--- config.mk ---
export PLATFORM = sky130hd
export DESIGN_NAME = exec_sequencer
export DESIGN_NICKNAME = d
export VERILOG_FILES = /design/src/rtl/exec_pkg.sv /design/src/rtl/exec_sequencer.sv
export SDC_FILE = /design/constraint.sdc
export NUM_CORES = 1
export LEC_CHECK = 0
export ABC_AREA = 0
export ABC_CLOCK_PERIOD_IN_PS = 2000
export CORE_ASPECT_RATIO = 1.75
export CORE_UTILIZATION = 45
export DETAILED_ROUTE_END_ITERATION = 8
export GPL_TIMING_DRIVEN = 0
export PLACE_DENSITY = 0.71
export SLEW_MARGIN = 25
export SYNTH_ARGS = -nofsm -noshare
export SYNTH_HDL_FRONTEND = slang
export SYNTH_SLANG_ARGS = --single-unit
--- constraint.sdc ---
create_clock -name clk -period 2 [get_ports clk]
set_input_delay 0.5 -clock clk [delete_from_list [all_inputs] [get_ports clk]]
set_output_delay 0.5 -clock clk [all_outputs]
set_load 0.1 [all_outputs]
--- src/rtl/exec_pkg.sv ---
// -----------------------------------------------------------------------------
// exec_pkg
// Shared definitions for the Execute-stage front end:
//   state_t          sequencer FSM states (RUN / MEM / FLUSH)
//   UOP_*            5-bit uop encoding presented by Decode
//   uop_writes_reg   1 if the uop writes the register file
//   uop_sets_flags   1 if the uop updates the flags register
// Codes 0..9 are ALU uops, 10..12 are memory/branch, 13..31 are unassigned and
// execute as no-ops.
// -----------------------------------------------------------------------------
package exec_pkg;

  typedef enum logic [1:0] {
    ST_RUN   = 2'd0,
    ST_MEM   = 2'd1,
    ST_FLUSH = 2'd2
  } state_t;

  localparam logic [4:0] UOP_ADD    = 5'd0;
  localparam logic [4:0] UOP_SUB    = 5'd1;
  localparam logic [4:0] UOP_AND    = 5'd2;
  localparam logic [4:0] UOP_OR     = 5'd3;
  localparam logic [4:0] UOP_XOR    = 5'd4;
  localparam logic [4:0] UOP_NOT    = 5'd5;
  localparam logic [4:0] UOP_MOV    = 5'd6;  // register only, flags untouched
  localparam logic [4:0] UOP_CMP    = 5'd7;  // flags only
  localparam logic [4:0] UOP_TST    = 5'd8;  // flags only
  localparam logic [4:0] UOP_NOP    = 5'd9;
  localparam logic [4:0] UOP_LOAD   = 5'd10;
  localparam logic [4:0] UOP_STORE  = 5'd11;
  localparam logic [4:0] UOP_BRANCH = 5'd12;

  function automatic logic uop_writes_reg(input logic [4:0] uop);
    case (uop)
      UOP_ADD, UOP_SUB, UOP_AND, UOP_OR, UOP_XOR, UOP_NOT, UOP_MOV: return 1'b1;
      default:                                                       return 1'b0;
    endcase
  endfunction

  function automatic logic uop_sets_flags(input logic [4:0] uop);
    case (uop)
      UOP_ADD, UOP_SUB, UOP_AND, UOP_OR, UOP_XOR, UOP_NOT,
      UOP_CMP, UOP_TST:                                              return 1'b1;
      default:                                                       return 1'b0;
    endcase
  endfunction

endpackage

--- src/rtl/exec_sequencer.sv ---
// -----------------------------------------------------------------------------
// exec_sequencer
// Control FSM in front of the Execute stage. Accepts one uop per cycle from
// Decode and produces the register/flags write enables, the in_reg mux select
// and the dcache request. Stalls Decode while a load/store is outstanding and
// squashes FLUSH_CYCLES younger uops after a taken branch.
//
// Ports
//   clk, rst_n            clock, asynchronous active-low reset
//   dec_valid, dec_uop    uop offered by Decode
//   dec_ready             sequencer accepts the uop this cycle (state != MEM)
//   bcc_ok                branch condition, valid alongside a branch uop
//   mem_ack               dcache access complete
//   ex_fire               uop executes this cycle
//   reg_we, flags_we      register file / flags write enables
//   in_mux_sel            1 = dcache_out into in_reg, 0 = alu_out
//   mem_req, mem_we       dcache request and direction (1 = store)
//   pc_load               one-cycle pulse applying the branch delta
//   flush                 the Decode uop of this cycle is squashed
//   mem_err               sticky memory-timeout flag, cleared only by reset
//   retired_cnt           executed-uop count, wraps at 16 bits
//
// All pulse outputs are decoded combinationally from state and inputs and are
// forced low while rst_n is low.
// -----------------------------------------------------------------------------
module exec_sequencer
  import exec_pkg::*;
#(
  parameter int unsigned FLUSH_CYCLES = 2,   // 1..15
  parameter int unsigned MEM_TIMEOUT  = 16   // 2..255
) (
  input  logic        clk,
  input  logic        rst_n,
  input  logic        dec_valid,
  input  logic [4:0]  dec_uop,
  output logic        dec_ready,
  input  logic        bcc_ok,
  input  logic        mem_ack,
  output logic        ex_fire,
  output logic        reg_we,
  output logic        flags_we,
  output logic        in_mux_sel,
  output logic        mem_req,
  output logic        mem_we,
  output logic        pc_load,
  output logic        flush,
  output logic        mem_err,
  output logic [15:0] retired_cnt
);

  state_t      state_q, state_d;
  logic [3:0]  flush_cnt_q, flush_cnt_d;
  logic [7:0]  tmo_cnt_q, tmo_cnt_d;
  logic [7:0]  tmo_cnt_inc;
  logic [4:0]  lat_uop_q, lat_uop_d;
  logic        mem_err_q, mem_err_d;
  logic [15:0] retired_q;

  assign tmo_cnt_inc = tmo_cnt_q + 8'd1;
  assign dec_ready   = (state_q != ST_MEM);
  assign mem_err     = mem_err_q;
  assign retired_cnt = retired_q;

  always_comb begin
    // NOTE: every signal assigned below gets a default first, so no path through
    // the case leaves one unassigned and no latch is inferred.
    state_d     = state_q;
    flush_cnt_d = flush_cnt_q;
    tmo_cnt_d   = tmo_cnt_q;
    lat_uop_d   = lat_uop_q;
    mem_err_d   = mem_err_q;
    ex_fire     = 1'b0;
    reg_we      = 1'b0;
    flags_we    = 1'b0;
    in_mux_sel  = 1'b0;
    mem_req     = 1'b0;
    mem_we      = 1'b0;
    pc_load     = 1'b0;
    flush       = 1'b0;

    // Reset is asynchronous, so pulses must vanish the moment rst_n falls,
    // not at the next edge.
    if (rst_n) begin
      case (state_q)
        ST_RUN: begin
          if (dec_valid) begin
            ex_fire = 1'b1;
            if (dec_uop == UOP_LOAD || dec_uop == UOP_STORE) begin
              mem_req   = 1'b1;
              mem_we    = (dec_uop == UOP_STORE);
              lat_uop_d = dec_uop;
              tmo_cnt_d = 8'd0;
              state_d   = ST_MEM;
            end else if (dec_uop == UOP_BRANCH) begin
              if (bcc_ok) begin
                pc_load     = 1'b1;
                flush_cnt_d = 4'(FLUSH_CYCLES);
                state_d     = ST_FLUSH;
              end
            end else begin
              reg_we   = uop_writes_reg(dec_uop);
              flags_we = uop_sets_flags(dec_uop);
            end
          end
        end

        ST_MEM: begin
          mem_req   = 1'b1;
          mem_we    = (lat_uop_q == UOP_STORE);
          tmo_cnt_d = tmo_cnt_inc;
          // An ack in the abort cycle still completes normally.
          if (mem_ack) begin
            if (lat_uop_q == UOP_LOAD) begin
              reg_we     = 1'b1;
              in_mux_sel = 1'b1;
            end
            state_d = ST_RUN;
          end else if (tmo_cnt_inc == 8'(MEM_TIMEOUT - 1)) begin
            // Request cycle plus MEM_TIMEOUT-1 MEM cycles: mem_req is seen
            // high for exactly MEM_TIMEOUT cycles before it drops.
            mem_err_d = 1'b1;
            state_d   = ST_RUN;
          end
        end

        ST_FLUSH: begin
          // Only an offered uop consumes a squash slot; idle cycles do not.
          if (dec_valid) begin
            flush       = 1'b1;
            flush_cnt_d = flush_cnt_q - 4'd1;
            if (flush_cnt_q == 4'd1) state_d = ST_RUN;
          end
        end

        default: state_d = ST_RUN;
      endcase
    end
  end

  always_ff @(posedge clk or negedge rst_n) begin
    if (!rst_n) begin
      state_q     <= ST_RUN;
      flush_cnt_q <= 4'd0;
      tmo_cnt_q   <= 8'd0;
      lat_uop_q   <= 5'd0;
      mem_err_q   <= 1'b0;
      retired_q   <= 16'd0;
    end else begin
      // NOTE: state uses non-blocking assignments so every register samples the
      // pre-edge values, independent of statement order.
      state_q     <= state_d;
      flush_cnt_q <= flush_cnt_d;
      tmo_cnt_q   <= tmo_cnt_d;
      lat_uop_q   <= lat_uop_d;
      mem_err_q   <= mem_err_d;
      if (ex_fire) retired_q <= retired_q + 16'd1;
    end
  end

endmodule

==> results.toml <==
[timing]
final_hold_viol_count = 0
tightestPinTransition_ps = 557
max-slew-margin-rel_pct = 63.0
rsz0062_at_grt = "yes"
fin_crit_sh_pct = 121
final_max_slew_viol_count = 0
finalSetupTns_ps = -1350
finalClockSkew_ps = 8.87
fmax_mhz = 414
setup_viol = 6
period_needed_ps = 2420
worst_slack_ps = -418
hold_slack_ps = 20.4

[critical_path]
worstSetupStartpointType = "flip-flop"
critPathMaxFanout = 2
worstPathRequired_ps = 1500
worstSetupEndpointType = "output port"
arrival_ps = 1920
crit_type = "flip-flop to output port"

[floorplanning]
fp.dieW_um = 50.7
start_util_pct = 47.8
die_h_um = 87.2
die_area_um2 = 4420
io_pins = 36
rows = 30
core-area_um2 = 3900

[routing]
drt_iter0_markers = 40
viasPerCell = 5.65
postRouteAntennaNets = 0
drcViolationCount = 0
routed-via-count = 1606
first_pass_iters = 4
routed_wl_um = 4800
wl_per_cell_um = 16.9

[clock_tree]
clkLatencyLatePin_ps = 300
cts.sinks = 36
clk_path_buf_depth = 2
h-tree-depth = 2
clkTransAtPathRegs_ps = 70
cts_tree = "built"
root_buffer = "clkbuf_8"
cts_buffers = 5

[pwr]
power_leakage_nw = 1.21
power.density_nw_per_um2 = 979
vdd_ir_drop_max_v = 0.000765

[status]
violations = "setup timing"
status = "complete, but fails checks"

[grt]
antenna_found_initial = 0
grt_pass1_wl_um = 7710
grt_pass1_vias = 1623
grt_max_degree = 20
overflow = 0
grt_use_total_pct = 24.0

[synthesis]
syn-cell-area_um2 = 1870
synth_cell_types = 43
syn_nets = 192
async_reset_ff_share_pct = 100
synth-edff-count = 0
ys_seq_area_share_pct = 48.3
ys.flop_type = "dfrtp_1"
netlist_instances = 177
avgSynthCellArea_um2 = 10.5
ys_ff_latch = 36
ys.warnings.count = 0

[cells_and_area]
final_util_pct = 70.4
nets = 250
syn2layout_area_growth_pct = 47.2
diodes = 0
drive_above_1_share_pct = 36.9
fillers = 278
multi_input_area_um2 = 1010
regArea_um2 = 908

[placed_design]
hpwlAfterDp_um = 3090
io_buffers = 35
routabilityCongestion = 0.728
place_ws_ps = -1530

[flow_run]
maxCapViolCount = 0

[min_path]
min_path_type = "primary input to async pin"
stage by stage:
step | cells | area [um2] | power, mW
3_3_place_gp | 260 | 2360 | 2.02
5_1_grt | 284 | 2750 | 2.81
3_5_place_dp | 261 | 2390 | 2.06
4_1_cts | 275 | 2680 | 2.67
6_report | 284 | 2750 | 2.69
2_1_floorplan | 177 | 1950 | 1.78
sequential cells by signal (all words and copies together) (netlist names):
name and cells:
retired_cnt 16, tmo_cnt_q 8, lat_uop_q 5, flush_cnt_q 4, state_q 2, mem_err 1
Yosys cell counts (3+ instances only):
cell type  number  area share [%]
dfrtp_1        36              48
nor2b_1         4             1.3
nor2_1         12             2.4
nand3_1        12             3.2
o21ai_0         7             1.9
a21o_1          3             1.2
and3_1          3             1.0
nor3b_1         3             1.2
ha_1            5             3.4
nand2_1        10             2.0
inv_1           7             1.4
and2_1          3             1.0
xor2_1          7             3.3
o2bb2ai_1       4             1.9
a21oi_1         5             1.3
o31ai_1         3             1.2
nand2b_1        6             2.0
xnor2_1        12             5.6
nand4_1         3             1.0
worst paths after layout:
kind | to | start | depth (start not counted) | slack, ps
max in group asynchronous | retired_cnt[8] | rst_n | 2 | 1520
min in group clk | mem_err | mem_err | 1 | 460
hold / removal | retired_cnt[9] | rst_n | 1 | 20
hold reg to reg | mem_err | mem_err | 1 | 460
setup / recovery | reg_we | lat_uop_q[2] | 5 | -420
setup reg to reg | retired_cnt[14] | state_q[0] | 7 | 120
report_power, final:
| part | total [mW] | internal (mW) | switching, mW |
|---|---|---|---|
| clock network | 0.578 | 0.314 | 0.264 |
| registers | 0.984 | 0.850 | 0.134 |
| logic | 1.13 | 0.355 | 0.771 |
routing by layer:
metal,up-vias,routed length (um),GRT usage (%)
met2,56,2770,44.6
met5,-,0,0
met1,785,1660,23.8
met4,0,185,12.4
li1,744,-,-
met3,21,187,5.76
critical path, cell delays in order, from the launching register on:
cell and delay, ps:
dfrtp_1 380, or4bb_1 530, nor2_2 120, nand3b_1 200, a21oi_4 200, buf_12 190
placed cells by master, fill, tap and decap left out, drive strengths merged, types with 5 or more instances in the layout:
cell,n
dfrtp,36
buf,31
clkdlybuf4s15,16
xnor2,12
nand3,12
nor2,12
clkbuf,12
nand2,10
xor2,7
o21ai,7
nand2b,6
inv,5
ha,5
a21oi,5
layout make-up:
class | count | share of cell area (%)
inverters | 7 | 1.23
clock buffers | 8 | 3.64
multi-input cells | 130 | 36.8
plain buffers | 4 | 1.50
flip-flops and latches | 36 | 33.1
well taps | 48 | 2.19
repair buffers | 51 | 21.5
timing repair:
| item | 4_1_cts | 5_1_grt |
|---|---|---|
| hold buffers | 0 | 0 |
| pin swaps | 9 | 5 |
| gates resized for setup | 148 | 20 |
| hold endpoints to repair | 0 | 0 |
| endpoints found under the setup margin | 28 | 10 |
| setup buffers | 5 | 9 |
| cloned | 1 | 0 |
kinds of logic after synthesis:
logic type / after synthesis / synth area share (%)
AND/OR/NAND/NOR: 73 / 23.8
flip-flops: 36 / 48.3
AO/OA/AOI/OAI: 30 / 11.3
XOR/XNOR: 19 / 8.92
buffers and inverters: 11 / 2.68
adder cells (fa/ha/maj): 5 / 3.35
multiplexers: 3 / 1.68
(Power assumes the default switching activity.)
